[src/rtl/delay_scan_controller.sv]
// delay_scan_controller: walks masked links, scans delay for the longest zero-error eye, programs its centre
module delay_scan_controller #(
  parameter int NLINKS = 12,
  parameter int DELAY_WIDTH = 9,
  parameter int COUNTER_WIDTH = 32,
  parameter int DELAY_STEP = 8,
  parameter int DELAY_MAX = 511,
  parameter int DWELL_CYCLES = 1024,
  parameter int READY_HOLDOFF = 4,
  parameter int READY_TIMEOUT = 4096
) (
  input  logic in_clk160,
  input  logic in_clk160_aresetn,
  input  logic start,
  input  logic abort,
  input  logic [NLINKS-1:0] link_mask,
  output logic [$clog2(NLINKS)-1:0] cfg_link,
  output logic [DELAY_WIDTH-1:0] cfg_delay_in,
  output logic cfg_delay_set,
  output logic cfg_counter_reset,
  output logic cfg_latch_counters,
  input  logic delay_ready,
  input  logic [COUNTER_WIDTH-1:0] bit_counter,
  input  logic [COUNTER_WIDTH-1:0] error_counter,
  output logic busy,
  output logic done,
  output logic aborted,
  output logic [NLINKS*DELAY_WIDTH-1:0] best_delay,
  output logic [NLINKS*8-1:0] eye_width,
  output logic [NLINKS-1:0] link_fail
);
  localparam int LKW = $clog2(NLINKS);
  localparam int DW = DELAY_WIDTH;
  localparam int LW = DW + 1;
  localparam int CW = DW + 8;
  localparam int TMAX = READY_TIMEOUT > DWELL_CYCLES ? READY_TIMEOUT : DWELL_CYCLES;
  localparam int TW = $clog2(TMAX + 1);
  typedef enum logic [3:0] {
    IDLE, NEXT_LINK, SET_DELAY, WAIT_READY, CLR_CNT, DWELL,
    LATCH, WAIT_LATCH, EVAL, APPLY, WAIT_APPLY, DONE
  } state_t;
  state_t state, state_n;
  logic [NLINKS-1:0] pend;
  logic [LKW-1:0] sel;
  logic [TW-1:0] tmr;
  logic [DW-1:0] d, cur_start, best_start, new_start, centre;
  logic [LW-1:0] cur_len, best_len, new_len;
  logic [DW:0] d_step;
  logic good, ready_ok, timeout, more, abt;
  always_comb begin
    sel = '0;
    for (int i = NLINKS - 1; i >= 0; i--) sel = pend[i] ? LKW'(i) : sel;
  end
  assign abt = abort && state != IDLE;
  assign ready_ok = tmr >= TW'(READY_HOLDOFF) && delay_ready;
  assign timeout = tmr == TW'(READY_TIMEOUT - 1);
  assign good = error_counter == '0 && bit_counter != '0;
  assign new_len = good ? cur_len + LW'(1) : '0;
  assign new_start = good && cur_len == '0 ? d : cur_start;
  assign d_step = {1'b0, d} + LW'(DELAY_STEP);
  assign more = d_step <= LW'(DELAY_MAX);
  assign centre = DW'(CW'(best_start) + (((CW'(best_len) - CW'(1)) * CW'(DELAY_STEP)) >> 1));
  always_comb begin
    state_n = state;
    case (state)
      IDLE:       state_n = start ? NEXT_LINK : IDLE;
      NEXT_LINK:  state_n = |pend ? SET_DELAY : DONE;
      SET_DELAY:  state_n = WAIT_READY;
      WAIT_READY: state_n = ready_ok ? CLR_CNT : timeout ? NEXT_LINK : WAIT_READY;
      CLR_CNT:    state_n = DWELL;
      DWELL:      state_n = tmr == TW'(DWELL_CYCLES - 1) ? LATCH : DWELL;
      LATCH:      state_n = WAIT_LATCH;
      WAIT_LATCH: state_n = tmr == TW'(1) ? EVAL : WAIT_LATCH;
      EVAL:       state_n = more ? SET_DELAY : APPLY;
      APPLY:      state_n = best_len == '0 ? NEXT_LINK : WAIT_APPLY;
      WAIT_APPLY: state_n = ready_ok || timeout ? NEXT_LINK : WAIT_APPLY;
      DONE:       state_n = IDLE;
      default:    state_n = IDLE;
    endcase
    if (abt) state_n = IDLE;
  end
  always_ff @(posedge in_clk160 or negedge in_clk160_aresetn) begin
    if (!in_clk160_aresetn) begin
      state <= IDLE;
      tmr <= '0;
      pend <= '0;
      d <= '0;
      cur_len <= '0;
      best_len <= '0;
      cur_start <= '0;
      best_start <= '0;
      cfg_link <= '0;
      cfg_delay_in <= '0;
      cfg_delay_set <= 1'b0;
      cfg_counter_reset <= 1'b0;
      cfg_latch_counters <= 1'b0;
      busy <= 1'b0;
      done <= 1'b0;
      aborted <= 1'b0;
      best_delay <= '0;
      eye_width <= '0;
      link_fail <= '0;
    end else begin
      state <= state_n;
      tmr <= state_n == state ? tmr + TW'(1) : '0;
      cfg_delay_set <= state_n == SET_DELAY || (state == APPLY && state_n == WAIT_APPLY);
      cfg_counter_reset <= state_n == CLR_CNT;
      cfg_latch_counters <= state_n == LATCH;
      busy <= state_n != IDLE && state_n != DONE;
      done <= state_n == DONE;
      if (abt) aborted <= 1'b1;
      else case (state)
        IDLE: if (start) begin
          pend <= link_mask;
          aborted <= 1'b0;
          for (int i = 0; i < NLINKS; i++) if (link_mask[i]) begin
            best_delay[i*DW +: DW] <= '0;
            eye_width[i*8 +: 8] <= '0;
            link_fail[i] <= 1'b0;
          end
        end
        NEXT_LINK: if (|pend) begin
          cfg_link <= sel;
          pend[sel] <= 1'b0;
          d <= '0;
          cfg_delay_in <= '0;
          cur_len <= '0;
          best_len <= '0;
          cur_start <= '0;
          best_start <= '0;
        end
        WAIT_READY: if (!ready_ok && timeout) link_fail[cfg_link] <= 1'b1;
        EVAL: begin
          cur_len <= new_len;
          cur_start <= new_start;
          if (new_len > best_len) begin
            best_len <= new_len;
            best_start <= new_start;
          end
          if (more) begin
            d <= d_step[DW-1:0];
            cfg_delay_in <= d_step[DW-1:0];
          end
        end
        APPLY: if (best_len == '0) link_fail[cfg_link] <= 1'b1;
        else begin
          best_delay[int'(cfg_link)*DW +: DW] <= centre;
          eye_width[int'(cfg_link)*8 +: 8] <= best_len > LW'(255) ? 8'hff : best_len[7:0];
          cfg_delay_in <= centre;
        end
        WAIT_APPLY: if (!ready_ok && timeout) link_fail[cfg_link] <= 1'b1;
        default: ;
      endcase
    end
  end
endmodule

[config.mk]
export PLATFORM = sky130hd
export DESIGN_NAME = delay_scan_controller
export DESIGN_NICKNAME = d
export VERILOG_FILES = /design/src/rtl/delay_scan_controller.sv
export SDC_FILE = /design/constraint.sdc
export NUM_CORES = 1
export LEC_CHECK = 0
export CAP_MARGIN = 20
export CORE_MARGIN = 1.5
export CORE_UTILIZATION = 45
export DETAILED_ROUTE_END_ITERATION = 8
export PLACE_DENSITY = 0.78
export SETUP_SLACK_MARGIN = 0.3
export SLEW_MARGIN = 5
export SYNTH_ARGS = -nofsm -noshare
export SYNTH_HDL_FRONTEND = slang
export SYNTH_SLANG_ARGS = --single-unit
[constraint.sdc]
create_clock -name in_clk160 -period 4.9 [get_ports in_clk160]
set_clock_uncertainty 0.2 [all_clocks]
set_input_delay 0.98 -clock in_clk160 [delete_from_list [all_inputs] [get_ports in_clk160]]
set_output_delay 0.98 -clock in_clk160 [all_outputs]
set_load 0.02 [all_outputs]
# After elaboration in Yosys (flattened, before gate mapping)
# Cells that the tools add are included.
# totals
latchBits,0
ff_bits,311
mem_bits_rw,0
n_memories,0
elab_cells,271
romBits,0
out_inout_bits,235
# op_classes
order_cmp,8
bitwise_logic,4
n_eq_ne,39
div_mod_pow,0
addsub,7
n_mux,97
shifts,4
multipliers,1
reduce_logical,59
# op_table
operator,n
$mux W108,2
$pmux W108 S2,1
$mux W96,2
$pmux W96 S2,1
$mux W9,17
$bwmux W108,1
$shift A9 B33 Y108 const A,1
$shiftx A9 B33 Y108,1
$mux W8,13
$bwmux W96,1
$shift A8 B33 Y96 const A,1
$shiftx A8 B33 Y96,1
$mux W4,18
$reduce_and A6 Y1,12
$reduce_and A5 Y1,13
$mux W12,5
$pmux W9 S2,3
$pmux W4 S11,1
$pmux W10 S2,2
$pmux W12 S3,1
$ne A2 B2 Y1 const B,17
$neg A7 Y33,1
$neg A8 Y33,1
$logic_not A32 Y1,1
other kinds (48),102

# Logic depth before layout (Yosys ltp)
# depth
word_depth,20
depth_mapped,15

# Worst setup path before layout
# Ideal clock, no wire load.
# synth_timing
path_kind,input to register
start,in bit_counter[24]
end,reg best_start[0]
cell_stages,13
arrival_ps,3802
required_ps,4634
path_buffers,2
setup_slack_ps,833
path_cell_list,nor4_1 nand4_1 o211ai_1 clkbuf_1 a21oi_1 ha_1 a21o_1 a211o_1 o221ai_1 a21oi_1 o21ai_1 buf_2 a22o_1
# synth_via
elab_chain_cells,6
elab_cells_between_ends,10
cone_classes,order compare (1); eq/ne (1); mux (4); reduce/logical (4)
# synth_rtl
item,line,rtl
"start, declared",23,"input logic [COUNTER_WIDTH-1:0] bit_counter,"
$reduce_bool A32 Y1 *,57,assign good = error_counter == '0 && bit_counter != '0;
$logic_and A1 B1 Y1 *,57,
$mux W10 / $logic_and A1 B1 Y1 (equally long branches),"58, 59",
$gt A10 B10 Y1 / $mux W9 (equally long branches),"136, 59",
$ne A2 B2 Y1 (no source line) / $mux W9 (equally long branches),--,
$reduce_and A4 Y1 (no source line) / $pmux W9 S2 (equally long branches),--,
"end signal, assigned",138,best_start <= new_start;
"end, declared",46,"logic [DW-1:0] d, cur_start, best_start, new_start, centre;"
# Mark *: on every way between the ends. The rest lies on a longest branch, timed or not. The select of a mux whose other input is x is not followed.
# A chain may end at the register's enable or synchronous reset.

# Worst setup path in the final report
# layout_timing
start,in bit_counter[6]
end,reg best_len[2]
# layout_via
elab_chain_cells,6
elab_cells_between_ends,8
cone_classes,order compare (1); eq/ne (1); mux (3); reduce/logical (3)
# layout_rtl
item,line,rtl
$reduce_bool A32 Y1 *,57,
$logic_and A1 B1 Y1 *,57,
$mux W10 *,58,assign new_len = good ? cur_len + LW'(1) : '0;
$gt A10 B10 Y1,136,if (new_len > best_len) begin
$ne A2 B2 Y1 (no source line),--,
$reduce_and A4 Y1 (no source line),--,
"end signal, assigned",137,best_len <= new_len;
"end, declared",47,"logic [LW-1:0] cur_len, best_len, new_len;"
# Marks and branches as above.

==> results.cfg <==
[synthesis]
yosys.area_share.simple_pct = 17.82
synth_common_cells = dfrtp_1 (308), nand2_1 (242), o21ai_0 (208)
synth_top_area_cell = dfrtp_1
synth_top_family_by_area = compound AO/OA/AOI/OAI gates
synth_top_cell_area_share_pct = 54.53
ys_ff_latch = 308
synthAdderAreaFrac_pct = 2.886
syn_inst = 1448
synth_top_flop_cell = dfrtp_1
synth_area_mm2 = 0.01413
avgSynthCellArea_um2 = 9.761
ys_types = 73
synth-xor-area-share_pct = 2.107
synth.most_common_cell = dfrtp_1
synth_warnings = 0
synth_compound_area_share_pct = 17.92
synthTopCellsByArea = dfrtp_1 (55%), o21ai_0 (7.4%), nand2_1 (6.4%), a22o_1 (2.9%), ha_1 (2.7%)
syn_nets = 1561
synth_mux_area_share_pct = 1.602
async_flop_share_pct = 100.0
synth-edff-count = 0
ys_seq_area_share_pct = 54.53

[route]
drtIter0Drc = 1153
ant_nets = 0
drc_errors = 26
vias = 12950
wl_per_cell_um = 21.08
drtPass1Iterations = 7
wirelength_um = 45980
viasPerCell = 5.937

[pwr]
p_seq_share_pct = 38.5
max-vdd-ir-drop_mv = 0.2927
power.net_switching_mw = 2.615
p_per_area_mw_per_mm2 = 395.0
p_int_mw = 4.826
power.total_mw = 7.441
pwr-share-clk_pct = 34.0
p_leak_nw = 7.882
p_sw_share_pct = 35.14
pwr-share-comb_pct = 27.6

[floorplan]
core.rowCount = 64
start_util_pct = 45.96
core_area_mm2 = 0.03075
dieHeight_um = 180.2
die_w_um = 180.2
ioPinCount = 316
die-area_mm2 = 0.03248

[placed_design]
placed_area_mm2 = 0.01774
io_buffers = 315
hpwl_um = 33700
dp_slack_ns = 0.1662
placed_cells = 2122
globalplace.congestion = 0.9123

[cells_and_area]
multiInputGateArea_mm2 = 0.005998
stdcell_count = 2181
seq_area_mm2 = 0.007707
final_area_mm2 = 0.01884
num_antenna_cells = 0
n_fill_cell = 2504
area_growth_pct = 33.29
final_layout_size_suffix_gt1_share_pct = 6.162
nNetsFinal = 1873

[clocking]
worstSkewPairLatency_ns = 0.57
postCtsSetupRepairBufs = 0
htreeDepth = 1
cts_sinks = 308
cts_tree = built
root_buffer = clkbuf_16
cts_made_buffers = 31
clk_pin_slew_ns = 0.06
post_cts_resized = 0
ctsHoldBuffers = 0
clock_tree.buffer_depth = 3

[run_status]
status = complete, but fails checks
violations = DRC

[global_route]
grt-ovfl-total = 0
grt_start_max_net_pins = 118
grt_pass1_vias = 12880
grt_usage_pct = 27.99
antenna_found_initial = 0
grt_pass1_wl_um = 72570

[critical_path]
arrival_ns = 4.47
critPathKind = in -> reg
end_kind = flop
crit_path_start_kind = primary input
crit_fanout = 19
cp.required_ns = 5.20

[min_path]
worstHoldPathType = in -> async

[sta]
timing.final.crit_share_pct = 85.05
rsz0062_at_grt = no
max_slew_margin_pct = 29.30
slew_viol_final = 0
finalHoldViolCount = 0
setup_slack_ns = 0.7328
setup_violations = 0
worstMarginPinSlew_ns = 1.058
min_period_ns = 4.167
tns_ns = 0
max_freq_mhz = 240.0

[run]
drv_cap = 0
## metal layers
layer  GRT usage (%)  vias up  share of wire, %
met4           11.19        0               4.1
li1                -     5791                 -
met3           5.659      105               8.4
met5               0        -                 0
met2           46.79      645                47
met1           35.74     6408                40
## through the flow
step / hold WS (ns) / utilization, %
global placement: 0.2618 / 57.68
finish: 0.2150 / 61.27
floorplan: 0.2545 / -
global route: 0.2833 / 61.27
detailed placement: 0.2681 / 57.68
CTS: 0.2537 / 61.24
## cell families after synthesis
group	count (synthesis)
AO/OA/AOI/OAI	412
XOR/XNOR	34
adder cells (fa/ha/maj)	32
buffers and inverters	111
flip-flops	308
multiplexers	21
AND/OR/NAND/NOR	530
## final cells by class
cell class | instances | share of cell area, %
sequential | 308 | 40.91
multi-input combinational | 1029 | 31.84
timing repair buffer | 339 | 17.79
clock buffer | 40 | 4.563
tap | 396 | 2.630
clock inverter | 18 | 1.255
inverter | 51 | 1.016
## power by group through the flow
stage          Clock [mW]  Combinational (mW)  Sequential, mW
2_1_floorplan           0                1.23            2.90
3_3_place_gp            0                1.97            2.90
3_5_place_dp            0                2.00            2.90
4_1_cts              2.55                2.02            2.86
5_1_grt              2.66                2.21            2.88
6_report             2.53                2.05            2.86
## registers in the layout, summed over array words and instances (netlist names), 6 cells and up
register / cells
best_delay: 108
best_len: 10
best_start: 9
cfg_delay_in: 9
cur_len: 10
cur_start: 9
d: 6
eye_width: 96
link_fail: 12
pend: 12
tmr: 13
## path summary, 6_finish.rpt
path | slack (ns) | depth (start not counted) | endpoint | startpoint
min in group in_clk160 | 0.28 | 2 | eye_width[10] | eye_width[10]
max | 0.73 | 13 | best_len[2] | bit_counter[6]
min reg2reg | 0.28 | 2 | eye_width[10] | eye_width[10]
max reg2reg | 0.98 | 8 | eye_width[48] | cfg_link[0]
max in group asynchronous | 3.14 | 2 | best_delay[49] | in_clk160_aresetn
min | 0.21 | 1 | best_delay[56] | in_clk160_aresetn
## cells in the final DEF, fill, tap and decap left out, types with 14 or more instances in the layout
master / synthesis / layout
inv_1: 51 / 51
clkbuf_16: 0 / 31
nor4_1: 23 / 23
xor2_1: 14 / 14
nand2_1: 242 / 242
a21oi_1: 41 / 41
ha_1: 31 / 31
o31ai_1: 20 / 20
nand3_1: 48 / 48
nor2_1: 87 / 87
o21ai_0: 208 / 208
dfrtp_1: 308 / 308
a31oi_1: 16 / 16
clkdlybuf4s50_1: 0 / 314
a22o_1: 46 / 46
xnor2_1: 20 / 20
nor3_1: 23 / 23
buf_4: 1 / 23
## critical path, cell delays in order
cell             delay [ns]
clkdlybuf4s50_1        0.40
nor4_1                 0.28
nand4_1                0.16
o211ai_1               0.81
a21oi_1                0.16
ha_1                   0.35
a21o_1                 0.18
a211o_1                0.30
o221ai_1               0.23
a21oi_1                0.07
o21ai_1                0.13
buf_4                  0.24
a22o_1                 0.18
Power figures use the tool's default switching activity.
==> variant 1 (config.mk and constraints unchanged) <==
The 12 states of `state_t` get a one-hot encoding in 12 bits.
--- a/src/rtl/delay_scan_controller.sv
+++ b/src/rtl/delay_scan_controller.sv
@@ -37,5 +37,5 @@
   localparam int TW = $clog2(TMAX + 1);
-  typedef enum logic [3:0] {
-    IDLE, NEXT_LINK, SET_DELAY, WAIT_READY, CLR_CNT, DWELL,
-    LATCH, WAIT_LATCH, EVAL, APPLY, WAIT_APPLY, DONE
+  typedef enum logic [11:0] {
+    IDLE = 12'b000000000001, NEXT_LINK = 12'b000000000010, SET_DELAY = 12'b000000000100, WAIT_READY = 12'b000000001000, CLR_CNT = 12'b000000010000, DWELL = 12'b000000100000,
+    LATCH = 12'b000001000000, WAIT_LATCH = 12'b000010000000, EVAL = 12'b000100000000, APPLY = 12'b001000000000, WAIT_APPLY = 12'b010000000000, DONE = 12'b100000000000
   } state_t;
Behaviour: same outputs for any inputs over 4 cycles, from zero or initial values and one cycle with in_clk160_aresetn low; so few cycles prove little.
==> variant 1 against the original RTL <==
- combinational power up 53%
- final area up 4.1%
- power up 17%
- sequential share of layout area down 0.57 points
- worst setup slack better by 0.16 ns
- synthesized cell count up 4.1%
- global-route usage about the same
- non-clock buffer count up 22
- register-to-register slack worse by 0.05 ns
- critical path type unchanged
- routed wire length up 4.2%
- synthesized area up 3.9%
- critical endpoint is now best_len[5]$_DFFE_PN0P_
- sequential cell count up 8
==> variant 1: results (changes against the original RTL) <==
[synthesis]
yosys.cell_types.count = 69  ; was 73
ys_top_cells_by_area = dfrtp_1 54%, nand2_1 6.6%, o21ai_0 4.2%  ; was dfrtp_1 55%, o21ai_0 7.4%, nand2_1 6.4%
yosys_most_used_dff = dfrtp_1  ; unchanged
synthTopCellsByCount = 315 x dfrtp_1, 257 x nand2_1, 124 x o21ai_0  ; was 308 x dfrtp_1, 242 x nand2_1, 208 x o21ai_0
synth-xor-area-share_pct = 2.51  ; was 2.11%
synth-async-reset-ratio_pct = 100  ; unchanged
yosysWarnings = 0  ; unchanged
synthMuxAreaShare_pct = 0.861  ; was 1.60%
syn_nets = 1620  ; was 1,561
ys_seq_area_share_pct = 53.9  ; was 54.5%
synthAdderAreaFrac_pct = 2.78  ; was 2.89%
synth_area_per_cell_um2 = 9.74  ; was 9.76 µm²
synth_compound_area_share_pct = 16.8  ; was 17.9%

[drt]
wl_met3_mm = 3.99  ; was 3.85 mm
drtIter0Drc = 1128  ; was 1,153
wirelength_mm = 47.9  ; was 46.0 mm
wl_met2_mm = 23.0  ; was 21.7 mm
via_per_inst = 5.82  ; was 5.94
wl_met1_mm = 19.2  ; was 18.6 mm
drtPass1Iterations = 6  ; was 7

[global_routing]
grt_pass1_wl_mm = 72.9  ; was 72.6 mm
grtUsageMet3_pct = 5.23  ; was 5.66%
grt_max_degree = 118  ; unchanged
antenna_found_initial = 0  ; unchanged
use_met1_pct = 36.1  ; was 35.7%
grt_pass1_vias = 12883  ; was 12,884
grtUsageMet2_pct = 46.7  ; was 46.8%
groute.usage.overall_pct = 28.0  ; about the same

[pwr]
ir_drop_v = 0.000266  ; was 0.000293 V
p_per_area_mw_per_mm2 = 445  ; was 395 mW/mm²
p_sw_w = 0.00350  ; was 0.00261 W
power_leakage_nw = 8.43  ; was 7.88 nW
p_clk_share_pct = 30.0  ; was 34.0%
powerSeq_w = 0.00296  ; was 0.00286 W

[placed_design]
place_inst = 2227  ; was 2,122
gp_congestion = 0.955  ; was 0.912
placed_cell_area_mm2 = 0.0185  ; was 0.0177 mm²
hpwl_mm = 35.6  ; was 33.7 mm
pre_cts_ws_ns = 0.311  ; was 0.166 ns

[die]
core_mm2 = 0.0318  ; was 0.0307 mm²

[setup_path]
arrival_ns = 4.23  ; was 4.47 ns
crit_fanout = 31  ; was 19
r2r_setup_slack_ns = 0.93  ; was 0.98 ns

[layout]
top_regs = best_delay x108, eye_width x96, tmr x13  ; unchanged
final_nets = 1942  ; was 1,873
fin_cells = 2286  ; was 2,181
fillerInstances = 2600  ; was 2,504
drive_gt1_share_pct = 7.56  ; was 6.16%

[sta]
relSlewSlack_pct = 28.5  ; was 29.3%
finalMaxSlewViolations = 0  ; unchanged
holdWs_ns = 0.158  ; was 0.215 ns
fin_crit_sh_pct = 81.8  ; was 85.0%

[outcome]
outcome = complete, no violations  ; was finished, violations left

[clock_tree]
clk_pin_slew_ns = 0.06  ; about the same
postCtsSetupRepairBufs = 0  ; unchanged
insertion_delay_ns = 0.52  ; was 0.57 ns
htree_num_levels = 2  ; was 1
cts_buffers = 34  ; was 31

[variant 1: cell count changes in the layout (fill, tap and decap cells not counted), moves of 16 or more]
cell,delta
a21o_1,+17
buf_4,+20
nor2_1,+18
nor4_1,+18
o21ai_0,-84
o31ai_1,+44
o41ai_1,+16
[variant 1: worst max-delay path: stages]
cell and delay (ns):
clkdlybuf4s50_1 0.44, nor4_1 0.38, and4_1 0.24, o211ai_1 0.09, buf_4 0.20, nor2_1 0.16
ha_1 0.26, a21o_1 0.18, a21o_1 0.17, a221oi_1 0.29, a32oi_1 0.09, o21bai_1 0.23
buf_12 0.21, inv_1 0.12, o21ai_0 0.19
[variant 1: worst paths after layout]
check | cells past startpoint | endpoint | from
setup / recovery | 15 | best_len[5]$_DFFE_PN0P_ | error_counter[4]
hold / removal | 1 | eye_width[16]$_DFFE_PN0P_ | in_clk160_aresetn
setup reg to reg | 7 | best_delay[100]$_DFFE_PN0P_ | state[3]$_DFF_PN0_
hold reg to reg | 2 | eye_width[25]$_DFFE_PN0P_ | eye_width[25]$_DFFE_PN0P_
max in group asynchronous | 2 | cur_len[5]$_DFFE_PN0P_ | in_clk160_aresetn
min in group in_clk160 | 2 | eye_width[25]$_DFFE_PN0P_ | eye_width[25]$_DFFE_PN0P_
[variant 1: cell type report]
| cell class | instances | area, µm² | share of cell area [%] |
|---|---|---|---|
| sequential | 316 | 7910 | 40.3 |
| multi-input combinational | 1072 | 6320 | 32.2 |
| timing repair buffer | 361 | 3540 | 18.1 |
| clock buffer | 46 | 946 | 4.82 |
| tap | 435 | 544 | 2.78 |
| clock inverter | 12 | 179 | 0.913 |
| inverter | 44 | 165 | 0.842 |
==> variant 2 (same flow settings) <==
Made on the original files. `NLINKS`: 12 -> 24.
--- a/src/rtl/delay_scan_controller.sv
+++ b/src/rtl/delay_scan_controller.sv
@@ -2,3 +2,3 @@
 module delay_scan_controller #(
-  parameter int NLINKS = 12,
+  parameter int NLINKS = 24,
   parameter int DELAY_WIDTH = 9,
Interface: changed (5 resized); port bits go from 316 to 545. The function was not compared with the original's and may differ.
==> variant 2 against the original RTL <==
- power increased by 78%
- final area grew 72%
- routed wire length grew 97%
- via count grew 67%
- worst setup slack got worse by 0.076 ns
- sequential cell count rose by 229
- synthesized area grew 69%
- utilization increased by 0.54 points
- critical endpoint is now best_start[6]$_DFFE_PN0P_
==> variant 2: results (changes against the original RTL) <==
[global_routing]
grt_pass1_wl_mm = 134  ; was 72.6 mm
grt_pass1_vias = 21079  ; was 12,884
grt_max_degree = 105  ; was 118
antenna_found_initial = 1  ; was 0
groute.usage.overall_pct = 32.6  ; was 28.0%

[synthesis]
syn_inst = 2158  ; was 1,448
synthTopCellsByCount = 537 x dfrtp_1, 221 x nand2_1, 193 x nor2_1  ; was 308 x dfrtp_1, 242 x nand2_1, 208 x o21ai_0
syn_nets = 2283  ; was 1,561
ys_top_cells_by_area = dfrtp_1 56%, a22o_1 5.8%, a32o_1 5.4%  ; was dfrtp_1 55%, o21ai_0 7.4%, nand2_1 6.4%
ys_seq_area_share_pct = 56.2  ; was 54.5%
yosys.cell_types.count = 86  ; was 73

[drt]
via_per_inst = 6.22  ; was 5.94
drtIter0Drc = 2175  ; was 1,153
wirelength_mm = 90.6  ; was 46.0 mm

[clock_tree]
htree_num_levels = 2  ; was 1
clk_pin_slew_ns = 0.06  ; about the same
insertion_delay_ns = 0.61  ; was 0.57 ns
cts_buffers = 55  ; was 31
max-clock-path-buffers = 3  ; unchanged

[layout]
top_regs = best_delay x216, eye_width x192  ; was best_delay x108, eye_width x96, tmr x13
drive_gt1_share_pct = 9.85  ; was 6.16%
fin_cells = 3470  ; was 2,181
final_nets = 2861  ; was 1,873

[placed_design]
hpwl_mm = 66.5  ; was 33.7 mm
io_buffers = 544  ; was 315
pre_cts_ws_ns = -0.0255  ; was 0.166 ns
place_inst = 3364  ; was 2,122
gp_congestion = 0.966  ; was 0.912

[pwr]
ir_drop_v = 0.000302  ; was 0.000293 V
p_sw_share_pct = 37.1  ; was 35.1%
power_leakage_nw = 13.9  ; was 7.88 nW

[setup_path]
crit_fanout = 12  ; was 19
arrival_ns = 4.53  ; was 4.47 ns
r2r_start = state[3]$_DFF_PN0_  ; was cfg_link[0]$_DFFE_PN0P_
crit_start = bit_counter[16]  ; was bit_counter[6]
r2r_setup_slack_ns = 0.85  ; was 0.98 ns

[sta]
worst_pin_slew_ns = 1.12  ; was 1.06 ns

[outcome]
outcome = complete, no violations  ; was finished, violations left

[variant 2: cell types whose count changed in the layout (fill, tap and decap cells not counted), sizes merged, moves of 43 or more]
cell           before  now
a22o               46  158
nor2               89  195
clkbuf             40   85
mux2               13   56
clkdlybuf4s50     314  543
buf                25   92
a32o                0  128
o21ai             216  143
dfrtp             308  537
[variant 2: logic make-up (layout without fill, tap and decap cells)]
family	count (synthesis)	count (layout)	synth area share [%]
compound gates	640	640	21.0
xor+xnor	36	36	1.32
fa+ha+maj	32	32	1.70
buf+inv	161	784	2.70
flops	537	537	56.2
mux	66	66	3.05
other cells	0	1	0
simple gates	686	686	14.0
[variant 2: per-stage QoR]
stage / setup TNS, ns / cell area, µm² / hold slack [ns]
floorplan: 0 / 23900 / 0.254
global placement: 0 / 30600 / 0.255
detailed placement: -0.101 / 30600 / 0.266
CTS: 0 / 32400 / 0.274
global route: 0 / 32500 / 0.300
finish: 0 / 32500 / 0.245
[variant 2: layout make-up]
type                       instances  area, µm²
clock inverter                    17        210
tap                              688        861
sequential                       537      13400
clock buffer                      85       1650
timing repair buffer             635       6220
antenna                            1       2.50
multi-input combinational       1460       9920
inverter                          47        176
fill                            4137      20100
[variant 2: final timing paths]
kind / endpoint / depth (start not counted)
worst min-delay path: eye_width[103]$_DFFE_PN0P_ / 1
min in group in_clk160: eye_width[90]$_DFFE_PN0P_ / 2
worst max register to register: best_delay[164]$_DFFE_PN0P_ / 9
worst max-delay path: best_start[6]$_DFFE_PN0P_ / 15
max in group asynchronous: best_delay[79]$_DFFE_PN0P_ / 2
worst min register to register: eye_width[90]$_DFFE_PN0P_ / 2
[variant 2: power by group through the flow]
stage                     registers [W]  logic (W)  clock network (W)
after floorplan                 0.00494    0.00231                  0
after global placement          0.00497    0.00380                  0
after detailed placement        0.00497    0.00386                  0
after CTS                       0.00489    0.00388            0.00438
after global routing            0.00492    0.00423            0.00458
final                           0.00490    0.00398            0.00433
[variant 2: metal layers]
metal,vias up,part of all wire [%],routed length [µm],GRT usage (%)
li1,9274,-,-,-
met1,10897,40,36300,42.9
met2,1198,47,42800,52.4
met3,215,8.1,7330,5.92
met4,0,4.7,4260,14.9
met5,-,0,0,0
[variant 2: critical path, stage by stage]
cell and delay [ns]:
clkdlybuf4s50_1 0.46, nor4_1 0.30, nand4_1 0.13, o211ai_1 0.33
buf_12 0.18, nor2_1 0.06, ha_1 0.29, nor2b_1 0.13
o21ai_0 0.16, nand2b_1 0.08, a2111oi_0 0.44, o21ai_0 0.24
a31oi_2 0.21, buf_4 0.20, mux2_2 0.35
